## src/rtl/rr_arb_pkg.sv

```systemverilog
// Shared types and helpers for the round-robin burst arbiter.
// The one-hot helpers work on a fixed 32-bit vector, so N is limited to 32 requesters.
package rr_arb_pkg;

    typedef enum logic [0:0] {
        StIdle,
        StBusy
    } state_t;

    // Widest requester vector the helpers below accept.
    localparam int unsigned MaxN = 32;

    // Encode a one-hot vector to its bit index; a zero vector yields 0.
    function automatic logic [4:0] onehot_to_idx(input logic [MaxN-1:0] oh);
        logic [4:0] idx;
        idx = '0;
        for (int i = 0; i < MaxN; i++) begin
            if (oh[i]) idx = idx | 5'(i);
        end
        return idx;
    endfunction

    // True when at most one bit of v is set.
    function automatic logic is_onehot0(input logic [MaxN-1:0] v);
        return (v & (v - MaxN'(1))) == '0;
    endfunction

endpackage

```

## src/rtl/rr_arb_pick.sv

```systemverilog
// Cyclic priority search: first set bit of req_eff_i starting at ptr_i and wrapping at N.
// The request vector is duplicated and shifted down by ptr_i so a plain
// lowest-bit-first search over N bits sees the requesters in cyclic order.
module rr_arb_pick #(
    parameter int unsigned N = 4,
    localparam int unsigned IDX_W = $clog2(N)
) (
    input  logic [N-1:0]     req_eff_i,
    input  logic [IDX_W-1:0] ptr_i,
    output logic             found_o,
    output logic [IDX_W-1:0] win_idx_o
);

    localparam logic [IDX_W:0] NumReq = (IDX_W + 1)'(N);

    logic [2*N-1:0]   req_dbl;
    logic [2*N-1:0]   req_shift;
    logic [N-1:0]     req_rot;
    logic [IDX_W-1:0] offset;
    logic [IDX_W:0]   sum;

    assign req_dbl   = {req_eff_i, req_eff_i};
    assign req_shift = req_dbl >> ptr_i;
    assign req_rot   = req_shift[N-1:0];

    // Lowest set bit of the rotated vector is the distance from ptr_i to the winner.
    always_comb begin
        offset = '0;
        for (int k = N - 1; k >= 0; k--) begin
            if (req_rot[k]) offset = IDX_W'(k);
        end
    end

    // Undo the rotation modulo N.
    always_comb begin
        sum       = {1'b0, ptr_i} + {1'b0, offset};
        found_o   = |req_rot;
        win_idx_o = (sum >= NumReq) ? IDX_W'(sum - NumReq) : sum[IDX_W-1:0];
    end

endmodule

```

## src/rtl/rr_arbiter_burst.sv

```systemverilog
// N-way round-robin arbiter with registered one-hot grant and bounded burst ownership.
// An owner keeps the grant while requesting, for at most MAX_BURST consecutive cycles;
// on release the next winner is picked in the same cycle (no idle bubble).
// Optional: define RR_ARBITER_BURST_MASK_EN to add req_mask_i (effective req = req & mask).
// Legal ranges: 2 <= N <= 32, MAX_BURST >= 1.
module rr_arbiter_burst
    import rr_arb_pkg::*;
#(
    parameter int unsigned N = 4,
    parameter int unsigned MAX_BURST = 4,
    localparam int unsigned IDX_W = $clog2(N),
    localparam int unsigned CNT_W = $clog2(MAX_BURST + 1)
) (
    input  logic             clk,
    input  logic             rst,
    input  logic [N-1:0]     req_i,
`ifdef RR_ARBITER_BURST_MASK_EN
    input  logic [N-1:0]     req_mask_i,
`endif
    output logic [N-1:0]     grant_o,
    output logic             grant_valid_o,
    output logic [IDX_W-1:0] grant_idx_o
);

    localparam logic [N-1:0]     OneHot0  = N'(1);
    localparam logic [IDX_W-1:0] LastIdx  = IDX_W'(N - 1);
    localparam logic [CNT_W-1:0] BurstMax = CNT_W'(MAX_BURST);
    localparam logic [CNT_W-1:0] CntOne   = CNT_W'(1);

    state_t           state_q, state_d;
    logic [IDX_W-1:0] ptr_q, ptr_d;
    logic [CNT_W-1:0] burst_cnt_q, burst_cnt_d;
    logic [N-1:0]     grant_q, grant_d;
    logic             grant_valid_q, grant_valid_d;
    logic [IDX_W-1:0] grant_idx_q, grant_idx_d;

    logic [N-1:0]     req_eff;
    logic             found;
    logic [IDX_W-1:0] win_idx;
    logic             owner_done;

`ifdef RR_ARBITER_BURST_MASK_EN
    assign req_eff = req_i & req_mask_i;
`else
    assign req_eff = req_i;
`endif

    // The owner is released when it stops requesting or has used up its burst.
    assign owner_done = !req_eff[grant_idx_q] || (burst_cnt_q == BurstMax);

    rr_arb_pick #(
        .N (N)
    ) u_pick (
        .req_eff_i (req_eff),
        .ptr_i     (ptr_q),
        .found_o   (found),
        .win_idx_o (win_idx)
    );

    // State register.
    always_ff @(posedge clk) begin
        if (rst) begin
            state_q <= StIdle;
        end else begin
            state_q <= state_d;
        end
    end

    // Next-state: leave idle on any request, go idle when a release finds no one.
    always_comb begin
        state_d = state_q;
        unique case (state_q)
            StIdle: if (found) state_d = StBusy;
            StBusy: if (owner_done && !found) state_d = StIdle;
        endcase
    end

    // Output / datapath next values: hold, hand over to a new winner, or clear.
    always_comb begin
        ptr_d         = ptr_q;
        burst_cnt_d   = burst_cnt_q;
        grant_d       = grant_q;
        grant_valid_d = grant_valid_q;
        grant_idx_d   = grant_idx_q;
        if (state_q == StBusy && !owner_done) begin
            burst_cnt_d = burst_cnt_q + CntOne;
        end else if (found) begin
            grant_d       = OneHot0 << win_idx;
            grant_valid_d = 1'b1;
            grant_idx_d   = win_idx;
            burst_cnt_d   = CntOne;
            ptr_d         = (win_idx == LastIdx) ? '0 : win_idx + 1'b1;
        end else begin
            grant_d       = '0;
            grant_valid_d = 1'b0;
            grant_idx_d   = '0;
            burst_cnt_d   = '0;
        end
    end

    // Datapath and output registers.
    always_ff @(posedge clk) begin
        if (rst) begin
            ptr_q         <= '0;
            burst_cnt_q   <= '0;
            grant_q       <= '0;
            grant_valid_q <= 1'b0;
            grant_idx_q   <= '0;
        end else begin
            ptr_q         <= ptr_d;
            burst_cnt_q   <= burst_cnt_d;
            grant_q       <= grant_d;
            grant_valid_q <= grant_valid_d;
            grant_idx_q   <= grant_idx_d;
        end
    end

    // Grant must be one-hot or zero and agree with the encoded index.
    always_ff @(posedge clk) begin
        if (!rst) begin
            assert (is_onehot0(MaxN'(grant_q)));
            assert (!grant_valid_q || grant_idx_q == IDX_W'(onehot_to_idx(MaxN'(grant_q))));
        end
    end

    assign grant_o       = grant_q;
    assign grant_valid_o = grant_valid_q;
    assign grant_idx_o   = grant_idx_q;

endmodule
```

## config.mk

```make
export PLATFORM = sky130hd
export DESIGN_NAME = rr_arbiter_burst
export DESIGN_NICKNAME = d
export VERILOG_FILES = /design/src/rtl/rr_arb_pkg.sv /design/src/rtl/rr_arb_pick.sv /design/src/rtl/rr_arbiter_burst.sv
export SDC_FILE = /design/constraint.sdc
export NUM_CORES = 1
export LEC_CHECK = 0
export BUFFER_PORTS_ARGS = -buffer_cell sky130_fd_sc_hd__buf_2
export CAP_MARGIN = 20
export CORE_MARGIN = 2
export CORE_UTILIZATION = 60
export CTS_BUF_LIST = sky130_fd_sc_hd__clkbuf_2 sky130_fd_sc_hd__clkbuf_4 sky130_fd_sc_hd__clkbuf_8
export DETAILED_ROUTE_END_ITERATION = 6
export HOLD_SLACK_MARGIN = 0.08
export PLACE_DENSITY = 0.95
export SETUP_SLACK_MARGIN = 0.15
export SYNTH_ARGS = -nofsm -noshare
export SYNTH_HDL_FRONTEND = slang
export SYNTH_SLANG_ARGS = --single-unit
```

## constraint.sdc

```tcl
create_clock -name clk -period 6.1 [get_ports clk]
set_input_delay 1.22 -clock clk [delete_from_list [all_inputs] [get_ports clk]]
set_output_delay 1.22 -clock clk [all_outputs]
set_load 0.02 [all_outputs]
```

==> results of run 1 <==
[registers in the layout, summed over array words and instances (netlist names)]
name,count
grant_o,4
burst_cnt_q,3
grant_valid_o,1
grant_idx_o,2
ptr_q,2
state_q,1
[cell type report]
| type | instances | area (um2) |
|---|---|---|
| Multi-Input combinational cell | 67 | 483 |
| Fill cell | 109 | 414 |
| Sequential cell | 13 | 260 |
| Timing Repair Buffer | 12 | 60.1 |
| Clock buffer | 4 | 30.0 |
| Inverter | 5 | 18.8 |
| Tap cell | 15 | 18.8 |
[kinds of logic after synthesis]
kind of cell,Yosys count,synth area share (%)
buffers and inverters,12,7.91
AO/OA/AOI/OAI,22,22.6
XOR/XNOR,4,6.05
flip-flops,13,32.2
multiplexers,1,1.24
AND/OR/NAND/NOR,36,23.7
adder cells (fa/ha/maj),4,6.20
[where the power goes]
group / total (mW) / leakage (nW) / internal, mW / switching (mW)
clock: 0.0596 / 0.0184 / 0.0299 / 0.0297
sequential: 0.134 / 0.107 / 0.108 / 0.0256
combinational: 0.177 / 0.243 / 0.0792 / 0.0982
total: 0.371 / 0.369 / 0.217 / 0.154
[synthesized netlist by cell type]
| library cell | number |
|---|---|
| o211ai_1 | 1 |
| o2111ai_1 | 1 |
| nor3_1 | 3 |
| mux2i_1 | 1 |
| nand2_1 | 4 |
| dfxtp_1 | 13 |
| o32ai_1 | 1 |
| xnor2_1 | 3 |
| a211oi_2 | 1 |
| nand3_1 | 3 |
| or4_1 | 1 |
| xnor3_1 | 1 |
| a21boi_0 | 1 |
| o32ai_2 | 1 |
| clkbuf_1 | 2 |
| a22oi_1 | 1 |
| inv_1 | 5 |
| nor2_1 | 13 |
| nand3b_1 | 5 |
| nor3b_1 | 1 |
| a211o_1 | 2 |
| o21ai_1 | 4 |
| nor2b_1 | 1 |
| and3_1 | 1 |
| buf_2 | 3 |
| nand2b_1 | 2 |
| nor4_1 | 1 |
| nand2b_4 | 1 |
| a32oi_2 | 1 |
| ha_1 | 4 |
| o21ai_0 | 2 |
| o21a_1 | 1 |
| a211oi_1 | 1 |
| a21oi_1 | 2 |
| o31ai_2 | 2 |
| buf_6 | 2 |
[layer usage]
metal	vias up	share of wire, %
li1	342	-
met1	298	45
met2	14	48
met3	5	3.6
met4	0	3.1
met5	-	0
[cell usage in the layout, fill, tap and decap left out, types with 3 or more instances in the layout]
| cell type | netlist | layout |
|---|---|---|
| inv_1 | 5 | 5 |
| xnor2_1 | 3 | 3 |
| dfxtp_1 | 13 | 13 |
| ha_1 | 4 | 4 |
| nand2_1 | 4 | 4 |
| nand3b_1 | 5 | 5 |
| clkbuf_4 | 0 | 4 |
| buf_2 | 3 | 12 |
| nand3_1 | 3 | 3 |
| nor3_1 | 3 | 3 |
| o21ai_1 | 4 | 4 |
| nor2_1 | 13 | 13 |
[through the flow]
| stage | hold slack (ps) | setup WS [ps] | instance area, um2 |
|---|---|---|---|
| floorplan | 446 | 3110 | 807 |
| global placement | 445 | 3040 | 841 |
| detailed placement | 476 | 2990 | 841 |
| CTS | 485 | 3290 | 871 |
| global route | 515 | 3170 | 871 |
| finish | 481 | 3290 | 871 |
[how the worst max path moves through the flow]
stage,from,cells past startpoint,endpoint
final,req_i[0],7,ptr_q[1]
after global routing,req_i[3],9,ptr_q[1]
after CTS,req_i[0],7,ptr_q[1]
after detailed placement,req_i[0],7,ptr_q[1]
after global placement,req_i[0],8,grant_o[2]
after floorplan,req_i[0],7,ptr_q[1]
==> impl_metrics.toml, run 1 <==
[outcome]
outcome = "completed"

[worst_setup_path]
r2r_end = "ptr_q[1]"
cpMaxStageDelayCell = "or4_1"
timing.rr.start = "ptr_q[0]"
worstPathRequired_ps = 6340
crit_path_cell_trace = "buf_2, or4_1, o2111ai_1, ha_1, xnor3_1, a211o_1, nand2_1"
path_buf_inv = 1
reg2reg_depth = 6
cp_max_fo = 10
cp.arrival_ps = 3050
r2r_slack_ps = 3880
worst_setup_path_end_kind = "register"
startpoint_type = "input port"
critPathKind = "input port to register"
slowest_delay_ps = 510
cp_top_family = "simple AND/OR/NAND/NOR gates"

[timing]
rsz0062_at_grt = "no"
slew_violations = 0
fmax_ghz = 0.356
skew_ps = 5.80
setup_viol = 0
hold_viol = 0
fin_crit_ps = 2810
max-slew-margin-rel_pct = 41.5
tns_ps = 0
finalCritPeriodShare_pct = 46.1
worstMarginPinSlew_ps = 876

[die]
core_um2 = 1280
die-area_um2 = 1650
die_w_um = 40.7
initial_core_util_pct = 62.8
die_h_um = 40.7
row_count = 13
boundaryPins = 13

[routing]
via_count = 659
wl_per_cell_um = 13.1
ant_nets = 0
drtIter0Drc = 17
dr.pass1.iters = 4
drc = 0
drt_wl_total_mm = 1.52
avgViaCountPerCell = 5.68

[yosys]
synth.distinct_cells = 36
syn_area_per_cell_um2 = 8.77
synth_top_cell_by_area = "dfxtp_1"
synthTopCellsByArea = "dfxtp_1, ha_1, nor2_1, nand3b_1, xnor2_1"
ys_warn_count = 0
ys_seq_elements = 13
synth_top_area_share_pct = 32.2
seq_area_frac_synth_pct = 32.2
synth_nets = 102
syn_inst = 92
netlist_area_um2 = 807

[clock_network]
cts_buffer_depth = 2
cts_sinks = 13
ctsResizeCount = 0
clk_latency_ps = 280
cts_buffers = 3
post_cts_buffers = 0
cts_tree = "built"
ctsRootBufferMaster = "clkbuf_4"
htree_levels = 1
hold_buffers = 0
cts.reportedPaths.clkPinSlew_ps = 80

[power]
totalPowerFinal_mw = 0.371
vdd_drop_max_mv = 0.248
power.density_nw_per_um2 = 426
p_leak_nw = 0.369

[layout]
areaGrowthSynthToFinish_pct = 7.91
antennaDiodeCount = 0
nets = 112
drive_above_1_share_pct = 21.8
fin_util_pct = 67.8
final_cells = 116

[flow_run]
maxCapViolations = 0

[grt]
grt.overflow.total = 0
grt_pass1_wl_mm = 2.29
use_met3_pct = 4.89
grt_pass1_vias = 564
grt_max_degree = 15
use_met1_pct = 25.7
grt_usage_pct = 22.6
grt.busiest_layer = "met2"
antenna_found_initial = 0
grt_util_met2_pct = 36.5

[placed_design]
io_buffers = 12
place_inst = 112
hpwlAfterDp_mm = 1.12
gp_congestion = 0.802

[worst_hold_path]
min_to = "burst_cnt_q[0]"
worstHoldPathCells = 1
min_from = "burst_cnt_q[0]"
worstHoldPathType = "register to register"
Power figures use the tool's default switching activity.
==> run 2, diff against run 1 <==
- CORE_UTILIZATION: 60 -> 57
- PLACE_DENSITY: 0.95 -> 0.92
- clock period: 6.1 -> 2.9 ns (I/O delays scaled with it)
==> impl_metrics.toml, run 2 (same netlist as run 1, synthesis figures left out) <==
[outcome]
outcome = "completed"

[layout]
drive_above_1_share_pct = 21.8
final_cell_mix = "nor2_1, dfxtp_1, buf_2"
final_cells = 116
areaGrowthSynthToFinish_pct = 7.91
largest_register_ffs = 4
final_area_um2 = 871
antennaDiodeCount = 0
nets = 112

[grt]
grt.busiest_layer = "met2"
grt_pass1_wl_mm = 2.52
grt_usage_pct = 19.0
grt.overflow.total = 0
grt_pass1_vias = 594
use_met3_pct = 1.30
grt_max_degree = 15
grt_util_met2_pct = 32.2
use_met1_pct = 23.4
antenna_found_initial = 0

[timing]
finalCritPeriodShare_pct = 78.4
hold_viol = 0
max-slew-margin-rel_pct = 41.5
slew_violations = 0
worstMarginPinSlew_ps = 876
tns_ps = 0
layout_setup_ws_ps = 625
setup_viol = 0
rsz0062_at_grt = "no"
skew_ps = 1.19
fmax_ghz = 0.440
fin_crit_ps = 2270

[worst_setup_path]
slowest_delay_ps = 570
critPathKind = "register to register"
crit_path_cell_trace = "or4_1, o2111ai_1, ha_1, xnor2_1, xnor2_1, nand2b_4, o21ai_1"
r2r_slack_ps = 630
reg2reg_depth = 7
startpoint_type = "register"
worstPathRequired_ps = 3040
cpMaxStageDelayCell = "or4_1"
cp.arrival_ps = 2410
cp_max_fo = 13
crit_top_cell = "xnor2_1"
worst_setup_path_end_kind = "register"

[clock_network]
post_cts_buffers = 0
cts_buffer_depth = 2
ctsRootBufferMaster = "clkbuf_4"
ctsResizeCount = 0
cts_tree = "built"
htree_levels = 1
cts_sinks = 13
cts.reportedPaths.clkPinSlew_ps = 80
cts_buffers = 3
hold_buffers = 0
clk_latency_ps = 280

[flow_run]
maxCapViolations = 0

[die]
die_h_um = 41.6
initial_core_util_pct = 61.3
boundaryPins = 13
die-area_um2 = 1730
core_um2 = 1320
die_w_um = 41.6
row_count = 13

[routing]
drt_wl_total_mm = 1.53
avgViaCountPerCell = 5.91
via_count = 685
ant_nets = 0
wl_per_cell_um = 13.2
drtIter0Drc = 7
dr.pass1.iters = 4
drc = 0

[placed_design]
place_ws_ps = 391
dpl_cell_area_um2 = 841
hpwlAfterDp_mm = 1.12
place_inst = 112
gp_congestion = 0.793
io_buffers = 12

[power]
p_leak_nw = 0.369
vdd_drop_max_mv = 0.538
power.density_nw_per_um2 = 903
totalPowerFinal_mw = 0.786

[worst_hold_path]
worstHoldPathCells = 1
worstHoldPathType = "register to register"
run 2: cell counts in the layout (fill, tap and decap cells not counted):
No cell type changed its count.
run 2: area by class of cell:
type	instances	area [um2]
clock buffers	4	30.0
fillers	115	447
inverters	5	18.8
multi-input cells	67	483
flip-flops and latches	13	260
well taps	15	18.8
repair buffers	12	60.1
run 2: worst max-delay path, delay by kind of cell, from the launching register on:
family | cells | cell delay (ps)
AO/OA/AOI/OAI | 2 | 200
adder cells (fa/ha/maj) | 1 | 270
flip-flops | 1 | 440
XOR/XNOR | 2 | 430
AND/OR/NAND/NOR | 2 | 790
run 2: final timing paths:
check                                   start        endpoint
worst max-delay path                 ptr_q[0]  grant_idx_o[1]
worst min-delay path            grant_valid_o   grant_valid_o
worst max register to register       ptr_q[0]  grant_idx_o[1]
worst min register to register  grant_valid_o   grant_valid_o
run 2: per-layer routing:
| metal | wire, um | vias to the layer above |
|---|---|---|
| li1 | - | 343 |
| met1 | 708 | 316 |
| met2 | 715 | 21 |
| met3 | 66 | 5 |
| met4 | 40 | 0 |
| met5 | 0 | - |
run 2: per-stage QoR:
stage / utilization, % / hold WS (ps)
6_report: 66.1 / 471
4_1_cts: 66.1 / 474
3_3_place_gp: 63.8 / 446
2_1_floorplan: - / 446
3_5_place_dp: 63.8 / 454
5_1_grt: 66.1 / 484
run 2: where the power goes:
group	internal [mW]	switching (mW)	total, mW	leakage [nW]
Clock	0.0628	0.0599	0.123	0.0184
Combinational	0.167	0.212	0.379	0.243
Sequential	0.228	0.0566	0.284	0.107
==> run 3, diff against run 2 <==
- clock period: 2.9 -> 2.25 ns (I/O delays scaled with it)
==> impl_metrics.toml, run 3 (same netlist as run 1, synthesis figures left out) <==
[outcome]
outcome = "completed"

[worst_setup_path]
critPathKind = "register to register"
startpoint_type = "register"
cp.arrival_ps = 2200
r2r_end = "grant_o[1]"
timing.rr.start = "ptr_q[0]"
worst_setup_path_end_kind = "register"
reg2reg_depth = 8
worstPathRequired_ps = 2450
r2r_slack_ps = 260
cp_max_fo = 7

[layout]
final_common_cell = "nor2_1"
fillCellCount = 88
final_cells = 125
multiInputGateArea_um2 = 543
largest_register_ffs = 4
nets = 121
final_cell_mix = "nor2_1, dfxtp_1, buf_2"
areaGrowthSynthToFinish_pct = 24.2
ff_latch_area_um2 = 264
drive_above_1_share_pct = 34.5
antennaDiodeCount = 0

[timing]
worstMarginPinSlew_ps = 613
max-slew-margin-rel_pct = 58.9
finalCritPeriodShare_pct = 88.6
fin_hold_ws_ps = 464
skew_ps = 1.41
layout_setup_ws_ps = 257
hold_viol = 0
fmax_ghz = 0.502
slew_violations = 0
fin_crit_ps = 1990
rsz0062_at_grt = "no"
setup_viol = 0

[worst_hold_path]
worstHoldPathCells = 2
min_from = "rst"
min_to = "ptr_q[0]"
worstHoldPathType = "input port to register"

[clock_network]
cts_buffers = 3
cts_tree = "built"
cts_sinks = 13
cts.reportedPaths.clkPinSlew_ps = 80
hold_buffers = 0
clk_latency_ps = 270
ctsRootBufferMaster = "clkbuf_4"
cts_buffer_depth = 2
htree_levels = 1

[placed_design]
hpwlAfterDp_mm = 1.25
io_buffers = 12
gp_congestion = 0.779
place_ws_ps = -17.1
place_inst = 117

[power]
power.density_nw_per_um2 = 1170
p_leak_nw = 0.428
vdd_drop_max_mv = 0.813

[routing]
drt_wl_total_mm = 2.02
wl_per_cell_um = 16.2
drtIter0Drc = 18
avgViaCountPerCell = 6.06
via_count = 757
ant_nets = 0
drc = 0
dr.pass1.iters = 4

[grt]
grt_pass1_vias = 732
grt_usage_pct = 23.6
grt_pass1_wl_mm = 3.17
grt.overflow.total = 0
antenna_found_initial = 0
grt_max_degree = 15

[die]
die_h_um = 41.6
boundaryPins = 13
die-area_um2 = 1730
core_um2 = 1320
die_w_um = 41.6
row_count = 13
initial_core_util_pct = 61.3

[flow_run]
maxCapViolations = 0
[run 3: final cells by class]
class	count	share of cell area [%]
clock buffers	4	3.00
inverters	5	1.87
multi-input cells	67	54.2
flip-flops and latches	13	26.3
well taps	15	1.87
repair buffers	21	12.7
[run 3: critical path, cell delays in order (launching register included)]
cell	delay, ps
dfxtp_4	370
or4_4	550
o2111ai_4	130
ha_4	190
xnor2_2	130
xnor2_2	150
buf_4	150
nand3_1	90
o21ai_1	160
[run 3: how the worst max path moves through the flow]
| stage | startpoint | endpoint | slack (ps) | cells after the start |
|---|---|---|---|---|
| final | ptr_q[0] | grant_o[1] | 260 | 8 |
| after global routing | req_i[0] | grant_idx_o[0] | 160 | 8 |
| after CTS | ptr_q[0] | grant_o[1] | 190 | 11 |
| after detailed placement | req_i[0] | ptr_q[1] | -20 | 8 |
| after global placement | req_i[3] | grant_o[0] | 50 | 11 |
| after floorplan | req_i[0] | ptr_q[1] | 160 | 7 |
[run 3: where the power goes]
part           switching [mW]  internal (mW)  total, mW
clock                  0.0753         0.0807      0.156
sequential             0.0803          0.297      0.377
combinational           0.342          0.295      0.636
[run 3: repair_timing]
item                                    in CTS  in global routing
pin swaps                                    2                  1
gates resized for setup                      5                  4
endpoints found under the setup margin       7                  6
buffers inserted                             4                  0
[run 3: per-layer routing]
layer  track usage [%]  part of all wire [%]
met4              12.9                   4.0
met5                 0                     0
met2              40.0                    46
met3              3.91                   6.2
met1              28.1                    44
[run 3: stage by stage]
| stage | total power [mW] | utilization (%) | setup TNS (ps) | instance area (um2) |
|---|---|---|---|---|
| global route | 1.24 | 76.1 | 0 | 1000 |
| finish | 1.17 | 76.1 | 0 | 1000 |
| CTS | 1.11 | 74.1 | 0 | 976 |
| global placement | 0.861 | 67.6 | 0 | 891 |
| detailed placement | 0.884 | 67.6 | -27.4 | 891 |
| floorplan | 0.752 | - | 0 | 820 |
